==> src/rtl/toggle_stim_gen_pkg.sv <==
// ---------------------------------------------------------------------------
// toggle_stim_gen_pkg
// Shared definitions for the toggle stimulus generator:
//   - state_e      : FSM state encoding (IDLE / RUN / DONE)
//   - LFSR_SEED    : seed for the optional pseudo-random level source
//   - LFSR_TAPS    : feedback mask, x^16+x^14+x^13+x^11+1 (bits 15,13,12,10)
//   - HP_MIN       : clamp value for a zero half-period
//   - lfsr_next()  : one Fibonacci shift step (shift left, feedback into bit 0)
// ---------------------------------------------------------------------------
package toggle_stim_gen_pkg;

  typedef enum logic [1:0] {
    IDLE = 2'd0,
    RUN  = 2'd1,
    DONE = 2'd2
  } state_e;

  localparam logic [15:0] LFSR_SEED = 16'hACE1;
  localparam logic [15:0] LFSR_TAPS = 16'hB400;
  localparam int          HP_MIN    = 1;

  function automatic logic [15:0] lfsr_next(input logic [15:0] s);
    return {s[14:0], ^(s & LFSR_TAPS)};
  endfunction

endpackage

==> src/rtl/toggle_stim_gen_if.sv <==
// ---------------------------------------------------------------------------
// toggle_stim_gen_if
// Control/status bundle of the toggle stimulus generator.
//   master : the sequencer (drives start/abort/run config, reads status)
//   slave  : the generator
// Signals:
//   start, abort              run request / termination
//   half_period [DIV_W]       cycles between toggles (0 treated as 1)
//   num_toggles [CNT_W]       toggles in the run
//   init_level                out level at run start
//   mode_rand                 (TOGGLE_STIM_GEN_LFSR_EN only) random levels
//   out, busy, done           stimulus bit and run status
//   toggles_left [CNT_W]      remaining toggles of current/last run
// ---------------------------------------------------------------------------
interface toggle_stim_gen_if #(
  parameter int CNT_W = 16,
  parameter int DIV_W = 16
) ();

  logic             start;
  logic             abort;
  logic [DIV_W-1:0] half_period;
  logic [CNT_W-1:0] num_toggles;
  logic             init_level;
`ifdef TOGGLE_STIM_GEN_LFSR_EN
  logic             mode_rand;
`endif
  logic             out;
  logic             busy;
  logic             done;
  logic [CNT_W-1:0] toggles_left;

  modport master (
`ifdef TOGGLE_STIM_GEN_LFSR_EN
    output mode_rand,
`endif
    output start, abort, half_period, num_toggles, init_level,
    input  out, busy, done, toggles_left
  );

  modport slave (
`ifdef TOGGLE_STIM_GEN_LFSR_EN
    input  mode_rand,
`endif
    input  start, abort, half_period, num_toggles, init_level,
    output out, busy, done, toggles_left
  );

endinterface

==> src/rtl/toggle_stim_gen_tick_div.sv <==
// ---------------------------------------------------------------------------
// stim_tick_div
// Free-running divider that emits a one-cycle tick every i_hp enabled cycles.
// The count runs 0..i_hp-1; o_tick is high while enabled and the count sits
// at i_hp-1, and the count wraps to 0 on that same edge.
// Ports:
//   clk, rst_n   clock, async active-low reset
//   i_clr        synchronous clear to 0 (dominates enable)
//   i_en         advance the count
//   i_hp         period in cycles, must be >= 1 (caller clamps)
//   o_tick       one-cycle tick
// ---------------------------------------------------------------------------
module stim_tick_div #(
  parameter int DIV_W = 16
) (
  input  logic             clk,
  input  logic             rst_n,
  input  logic             i_clr,
  input  logic             i_en,
  input  logic [DIV_W-1:0] i_hp,
  output logic             o_tick
);

  logic [DIV_W-1:0] r_cnt;

  assign o_tick = i_en && (r_cnt == (i_hp - DIV_W'(1)));

  always_ff @(posedge clk or negedge rst_n) begin
    if (!rst_n)      r_cnt <= '0;
    else if (i_clr)  r_cnt <= '0;
    else if (i_en)   r_cnt <= o_tick ? '0 : r_cnt + DIV_W'(1);
  end

endmodule

==> src/rtl/toggle_stim_gen.sv <==
// ---------------------------------------------------------------------------
// toggle_stim_gen
// Cycle-exact source of a bounded train of level toggles for the inverter
// cell under test. A start accepted in IDLE at edge E0 loads out=init_level;
// toggles then land on edges E(k*hp), k=1..N, DONE is held for one cycle
// after the last toggle, then IDLE. abort in RUN returns to IDLE on the next
// edge with out/toggles_left frozen and no done pulse.
// Ports:
//   clk, rst_n   clock, async active-low reset
//   bus          toggle_stim_gen_if.slave (start/abort/config in, status out)
// Build option:
//   TOGGLE_STIM_GEN_LFSR_EN  adds bus.mode_rand; when latched high each tick
//                            loads out from a 16-bit LFSR instead of inverting.
// ---------------------------------------------------------------------------
module toggle_stim_gen
  import toggle_stim_gen_pkg::*;
#(
  parameter int CNT_W = 16,
  parameter int DIV_W = 16
) (
  input  logic              clk,
  input  logic              rst_n,
  toggle_stim_gen_if.slave  bus
);

  state_e           r_state, w_state_nxt;
  logic [DIV_W-1:0] r_hp,    w_hp_nxt;
  logic             r_out,   w_out_nxt;
  logic [CNT_W-1:0] r_tl,    w_tl_nxt;

  logic w_accept;
  logic w_div_en;
  logic w_tick;
  logic w_tick_level;

  // start is only honoured in IDLE and only without a simultaneous abort
  assign w_accept = (r_state == IDLE) && bus.start && !bus.abort;

  // divider runs only in RUN; an abort clears it so no tick fires that edge
  assign w_div_en = (r_state == RUN) && !bus.abort;

  stim_tick_div #(.DIV_W(DIV_W)) u_div (
    .clk   (clk),
    .rst_n (rst_n),
    .i_clr (!w_div_en),
    .i_en  (w_div_en),
    .i_hp  (r_hp),
    .o_tick(w_tick)
  );

`ifdef TOGGLE_STIM_GEN_LFSR_EN
  logic [15:0] r_lfsr;
  logic        r_rand;

  always_ff @(posedge clk or negedge rst_n) begin
    if (!rst_n) begin
      r_lfsr <= LFSR_SEED;
      r_rand <= 1'b0;
    end else if (w_accept) begin
      r_lfsr <= LFSR_SEED;
      r_rand <= bus.mode_rand;
    end else if (w_tick) begin
      r_lfsr <= lfsr_next(r_lfsr);
    end
  end

  assign w_tick_level = r_rand ? r_lfsr[0] : ~r_out;
`else
  assign w_tick_level = ~r_out;
`endif

  always_ff @(posedge clk or negedge rst_n) begin
    if (!rst_n) begin
      r_state <= IDLE;
      r_hp    <= '0;
      r_out   <= 1'b0;
      r_tl    <= '0;
    end else begin
      r_state <= w_state_nxt;
      r_hp    <= w_hp_nxt;
      r_out   <= w_out_nxt;
      r_tl    <= w_tl_nxt;
    end
  end

  always_comb begin
    w_state_nxt = r_state;
    w_hp_nxt    = r_hp;
    w_out_nxt   = r_out;
    w_tl_nxt    = r_tl;
    case (r_state)
      IDLE: begin
        if (w_accept) begin
          w_hp_nxt    = (bus.half_period == '0) ? DIV_W'(HP_MIN) : bus.half_period;
          w_out_nxt   = bus.init_level;
          w_tl_nxt    = bus.num_toggles;
          w_state_nxt = (bus.num_toggles != '0) ? RUN : DONE;
        end
      end
      RUN: begin
        if (bus.abort) begin
          w_state_nxt = IDLE;
        end else if (w_tick) begin
          // r_tl is >= 1 throughout RUN, so this cannot wrap
          w_out_nxt = w_tick_level;
          w_tl_nxt  = r_tl - CNT_W'(1);
          if (r_tl == CNT_W'(1)) w_state_nxt = DONE;
        end
      end
      DONE:    w_state_nxt = IDLE;
      default: w_state_nxt = IDLE;
    endcase
  end

  assign bus.out          = r_out;
  assign bus.busy         = (r_state == RUN);
  assign bus.done         = (r_state == DONE);
  assign bus.toggles_left = r_tl;

endmodule
==> src/flat_wrapper.sv <==
// flat-port wrapper written by rule: the top's interface ports become plain ports
module toggle_stim_gen_flat import toggle_stim_gen_pkg::*;
#(
  parameter int CNT_W = 16,
  parameter int DIV_W = 16
)
  (clk, rst_n, bus_start, bus_abort, bus_half_period, bus_num_toggles, bus_init_level, bus_out, bus_busy, bus_done, bus_toggles_left);
  toggle_stim_gen_if #(.CNT_W(CNT_W), .DIV_W(DIV_W)) bus_i ();
  input  logic clk;
  input  logic rst_n;
  input wire logic [$bits(bus_i.start)-1:0] bus_start;
  input wire logic [$bits(bus_i.abort)-1:0] bus_abort;
  input wire logic [$bits(bus_i.half_period)-1:0] bus_half_period;
  input wire logic [$bits(bus_i.num_toggles)-1:0] bus_num_toggles;
  input wire logic [$bits(bus_i.init_level)-1:0] bus_init_level;
  output wire logic [$bits(bus_i.out)-1:0] bus_out;
  output wire logic [$bits(bus_i.busy)-1:0] bus_busy;
  output wire logic [$bits(bus_i.done)-1:0] bus_done;
  output wire logic [$bits(bus_i.toggles_left)-1:0] bus_toggles_left;
  assign bus_i.start = bus_start;
  assign bus_i.abort = bus_abort;
  assign bus_i.half_period = bus_half_period;
  assign bus_i.num_toggles = bus_num_toggles;
  assign bus_i.init_level = bus_init_level;
  assign bus_out = bus_i.out;
  assign bus_busy = bus_i.busy;
  assign bus_done = bus_i.done;
  assign bus_toggles_left = bus_i.toggles_left;
  toggle_stim_gen #(.CNT_W(CNT_W), .DIV_W(DIV_W)) u_core (.clk(clk), .rst_n(rst_n), .bus(bus_i));
endmodule
==> config.mk <==
export PLATFORM = sky130hd
export DESIGN_NAME = toggle_stim_gen_flat
export DESIGN_NICKNAME = d
export VERILOG_FILES = /design/src/rtl/toggle_stim_gen_pkg.sv /design/src/rtl/toggle_stim_gen_if.sv /design/src/rtl/toggle_stim_gen_tick_div.sv /design/src/rtl/toggle_stim_gen.sv /design/src/flat_wrapper.sv
export SDC_FILE = /design/constraint.sdc
export NUM_CORES = 1
export LEC_CHECK = 0
export CAP_MARGIN = 5
export CORE_MARGIN = 1
export CORE_UTILIZATION = 48
export DETAILED_ROUTE_END_ITERATION = 10
export PLACE_DENSITY = 0.84
export SYNTH_ARGS = -nofsm -noshare
export SYNTH_HDL_FRONTEND = slang
export SYNTH_SLANG_ARGS = --single-unit
==> constraint.sdc <==
create_clock -name clk -period 3.1 [get_ports clk]
set_input_delay 0.31 -clock clk [delete_from_list [all_inputs] [get_ports clk]]
set_output_delay 0.31 -clock clk [all_outputs]
set_load 0.01 [all_outputs]
# Yosys cells after proc, flatten, opt, wreduce, memory -nomap -nowiden
# Index checks and enable logic that the tools add are counted.
# totals
regBits	51
inputBits	37
output_inout_bits	19
elab_cells	47
# classes
n_addsub	3
eq_ne	9
mux	17
n_bitwise	1
reduce_logical	12
# ops
operator	n
2-to-1 mux 16 bit	6
case mux 16 bit (2 select lines)	1
subtractor 16 x 1 -> 16 bit, second input constant	2
adder 16 x 1 -> 16 bit, second input constant	1
equality test 16 x 1 -> 1 bit, second input constant	1
equality test 16 bit	1
logical NOT 16 bit	1
nonzero test 16 bit	1
2-to-1 mux 2 bit	5
!= test 3 x 2 -> 1 bit, second input constant	2
logical AND 1 bit	4
!= test 2 x 1 -> 1 bit, second input constant	2
case mux 2 bit (2 select lines)	1
AND reduction 4 bit	1
2-to-1 mux 1 bit	3
AND reduction 3 bit	1
equality test 2 x 1 -> 1 bit, second input constant	1
equality test 2 bit, second input constant	1
logical NOT 2 bit	1
!= test 2 bit, second input constant	1
case mux 1 bit (2 select lines)	1
AND reduction 2 bit	1
nonzero test 2 bit	1
logical NOT 1 bit	1
inverter 1 bit	1

# Logic depth before layout (Yosys ltp)
# depth
ltp_word	6
mapped_depth	11
ltp_nobuf	10

# Cells and area by module
# From an unflattened synthesis, not the netlist that was laid out.
# unflattened
hier_cells	391
hier_area_um2	3535.9
# by_module_without_submodules
module	n_inst	cells_per_inst	area_per_inst_um2	seq_area_each_um2
toggle_stim_gen	1	188	1875.5	875.8
stim_tick_div	1	203	1660.3	400.4

# Least setup slack after synthesis
# Ideal clock, no wire load.
# synth_timing
path_type	register -> register
startpoint	register u_core.r_hp[0]
endpoint	register u_core.r_tl[13] (netlist: u_core.bus.toggles_left[13])
setup_time_ns	0.121
t_arrival_ns	2.590
required_ns	2.979
setup_slack_ns	0.389
stages_incl_launch_ff	12
path_buffers	1
synth_period_minus_slack_ns	2.711
path_cell_list	dfrtp_1 > inv_1 > ha_1 > or3b_2 > nor4_4 > xor2_1 > o31ai_1 > o2111a_2 > a31oi_4 > buf_6 > a21oi_1 > o22a_1
# synth_between
elab_chain_len	5
# synth_lines
element	line	source
start, declared	toggle_stim_gen.sv:27	logic [DIV_W-1:0] r_hp, w_hp_nxt;
start signal, assigned	toggle_stim_gen.sv:80	r_hp <= w_hp_nxt;
subtractor 16 x 1 -> 16 bit	toggle_stim_gen_tick_div.sv:26	assign o_tick = i_en && (r_cnt == (i_hp - DIV_W'(1)));
equality test 16 bit	toggle_stim_gen_tick_div.sv:26	
logical AND 1 bit	toggle_stim_gen_tick_div.sv:26	
!= test 2 x 1 -> 1 bit (no source line)	--	
AND reduction 4 bit (no source line)	--	
end signal, assigned	toggle_stim_gen.sv:82	r_tl <= w_tl_nxt;
end, declared	toggle_stim_gen.sv:29	logic [CNT_W-1:0] r_tl, w_tl_nxt;
# Every way passes these cells.
# A chain may end at the register's enable or synchronous reset.

# Worst setup path in the final report
# layout_timing
startpoint	register u_core.r_hp[1]
endpoint	register u_core.r_tl[15] (netlist: u_core.bus.toggles_left[15])
# Same word-level chain as after synthesis.

==> results.tsv <==
metric	value	unit
worst path arrival time	3.14	ns
Worst Path Required	3.30	ns
biggest area consumer among synthesized cells	dfrtp_1	
number of flops mapped to enable cells by yosys	0	
Post-synth ARST share	1.00	
Synth area leaders	dfrtp_1, nor2_1, xor2_1, mux2_2, o22a_1	
Logic pwr share	0.460	
slew margin rel.	0.245	
Int Pwr	1820	µW
library cells used by synthesis	51	
slew of the pin with the lowest slew margin	1.13	ns
Max VDD drop	0.444	mV
CP Cell Sequence	inv_1, ha_2, or3b_4, nor4_4, xor2_1, o31ai_1, o2111a_2, a31oi_4, buf_4, a21oi_1, o22a_1	
routed via count	2883	
synth warn	0	
Switch Pwr	1270	µW
mean post-synth cell area	9.10	µm²
Period minus WS final	2.94	ns
clock latency on the worst-skew pair	0.30	ns
endpoints failing setup	0	
global route overflow	0	
Antenna Cells	0	
crit share post-route	0.948	
adder-cell share of the synthesized area	0.0158	
CP startpoint kind	flip-flop	
nets	444	
sequential share of the synthesized area	0.403	
CTS tree	built	
hpwl dp	5710	µm
num rows	29	
highest metal used	met4	
post-synthesis simple-gate area fraction	0.249	
syn nets	389	
first-pass GRT wire length	13000	µm
footprint of the multi-input gates	1800	µm²
RSZ-0062 raised after global routing	false	
detailed-route wire length per cell	15.9	µm
Initial DRT Pass Iterations	5	
I/O Buffers	55	
vias in the first global route	2725	
antenna violations before repair	0	
met1 WL	3300	µm
GRT Total Usage	0.230	
H-tree depth	2	
setup TNS	0	ns
max-cap viol count	0	
final wirelength	7640	µm
CP Capture Type	flip-flop	
Netlist Area Pre-Place	3170	µm²
DIE WIDTH	83.2	µm
Slowest cell on crit path	or3b_4	
io pins	56	
clock sinks	51	
Routability Congestion	0.864	
Initial Utilization	0.499	
share of Yosys cell area claimed by the top area cell type	0.403	
status	complete, no violations	
DIE AREA	6930	µm²
DRC	0	
Hold WC Path Type	input pin to asynchronous set/reset pin	
f_max	340	MHz
clk_skew	0.00919	ns
mux share of post-synthesis cell area	0.0529	
Iteration-0 DRC Markers	187	
CTS Buffer Depth	2	
vias per std cell	5.99	
top_reg_cell synth	dfrtp_1	
metal3 WL	446	µm
Layout area overhead	23.8	%
CP max FO	9	
Worst path max stage delay	0.43	ns
clock power share	0.133	
Num CTS Buffers	5	
Flop pwr share	0.407	
# fillers	524	
final hold slack	0.224	ns
leakage	0.00150	µW
Synth Register Bits	51	
Cell Pwr Density	788	nW/µm²
metal2 WL	3810	µm
CP Class	flip-flop to flip-flop	
Syn Inst Count	348	
Final ANT Viol Nets	0	
compound-cell area share of the yosys netlist	0.146	
post-synthesis xor/xnor area fraction	0.0940	
Die Ht	83.2	µm
Final Hold Vio Count	0	
largest net degree at the start of global routing	52	
CTS Hold Bufs	0	
switching share of total power	0.411	
largest family of logic cells by synthesized area	simple AND/OR/NAND/NOR gates	
Worst-path clk slew	0.09	ns
CTS root buf	clkbuf_8	
Storage cell area	1280	µm²
Final Max Slew Viols	0	
share of cells above drive strength 1	0.109	
core box area	6350	µm²
[per-stage QoR]
step / power, µW / std cells / util / cell area (µm²) / setup slack [ns]
5_1_grt: 3290 / 481 / 0.617 / 3920 / 0.00657
4_1_cts: 3050 / 481 / 0.612 / 3890 / 0.0261
2_1_floorplan: 2090 / 348 / - / 3170 / 0.389
6_report: 3090 / 481 / 0.617 / 3920 / 0.161
3_5_place_dp: 2630 / 473 / 0.596 / 3790 / 0.0458
3_3_place_gp: 2570 / 473 / 0.596 / 3790 / 0.209
[cell usage after synthesis (all sizes together), types with 4 or more instances]
library cell  count
nor2             60
dfrtp            51
xor2             20
nand2            18
nor3             17
a21oi            16
nand3            16
o22a             15
mux2             14
xnor2            14
a31oi            13
nor4             13
nand4            10
buf               9
inv               8
clkbuf            7
o21ai             5
and3              4
ha                4
[flip-flops by register name, indices dropped and copies added (netlist names)]
register                 flops
u_core.bus.toggles_left     16
u_core.u_div.r_cnt          16
u_core.r_state               2
u_core.r_hp                 16
u_core.bus.out               1
[power groups by stage]
| stage | registers (µW) | logic [µW] | clock network (µW) |
|---|---|---|---|
| 2_1_floorplan | 1190 | 902 | 0 |
| 3_3_place_gp | 1240 | 1330 | 0 |
| 3_5_place_dp | 1250 | 1380 | 0 |
| 4_1_cts | 1240 | 1390 | 422 |
| 5_1_grt | 1300 | 1550 | 448 |
| 6_report | 1260 | 1420 | 411 |
[worst max-delay path, delay by kind of cell, from the launching register on]
family,cells,cell delay [ns]
AO/OA/AOI/OAI,5,0.90
AND/OR/NAND/NOR,2,0.76
flip-flops,1,0.42
buffers and inverters,2,0.32
adder cells (fa/ha/maj),1,0.24
XOR/XNOR,1,0.19
[final timing paths]
| path | from | endpoint | slack, ns | depth (start not counted) |
|---|---|---|---|---|
| min in group clk | u_core.bus.out | u_core.bus.out | 0.53 | 2 |
| hold / removal | rst_n | u_core.r_hp[3] | 0.22 | 1 |
| setup reg to reg | u_core.r_hp[1] | u_core.bus.toggles_left[15] | 0.16 | 11 |
| setup / recovery | u_core.r_hp[1] | u_core.bus.toggles_left[15] | 0.16 | 11 |
| max in group asynchronous | rst_n | u_core.r_hp[0] | 2.12 | 1 |
| hold reg to reg | u_core.bus.out | u_core.bus.out | 0.53 | 2 |
[placed cells by master, fill, tap and decap left out, drive strengths merged, types with 2 or more instances in the layout]
cell	n
a21oi	16
a31oi	13
and3	4
buf	10
clkbuf	8
clkdlybuf4s50	54
dfrtp	51
ha	4
inv	8
mux2	14
nand2	18
nand2b	3
nand3	16
nand3b	2
nand4	10
nand4b	2
nor2	60
nor2b	2
nor3	17
nor4	13
o21ai	5
o22a	15
o41ai	2
or3	3
or4	2
xnor2	14
xor2	20
[layout make-up]
class                           instances  share of cell area
Timing Repair Buffer                   64               0.157
Inverter                                8             0.00766
Sequential cell                        51               0.326
Multi-Input combinational cell        273               0.459
Tap cell                               77              0.0246
Clock buffer                            8              0.0255
[kinds of logic (layout without fill, tap and decap cells)]
family                   after synthesis  after routing
flip-flops                            51             51
buffers and inverters                 24             80
multiplexers                          15             15
AND/OR/NAND/NOR                      157            157
adder cells (fa/ha/maj)                4              4
AO/OA/AOI/OAI                         63             63
XOR/XNOR                              34             34
[repair_timing]
item / CTS / global route
setup endpoints to repair: 0 / 28
buffers inserted: 0 / 0
gates resized for setup: 0 / 7
hold endpoints to repair: 0 / 0
[routing by layer]
metal / GRT usage / vias to the layer above
met2: 0.385 / 109
met4: 0.0643 / 0
met1: 0.305 / 1387
li1: - / 1377
met3: 0.0437 / 10
met5: 0 / -
No activity file was read; power rests on OpenSTA's default activity.
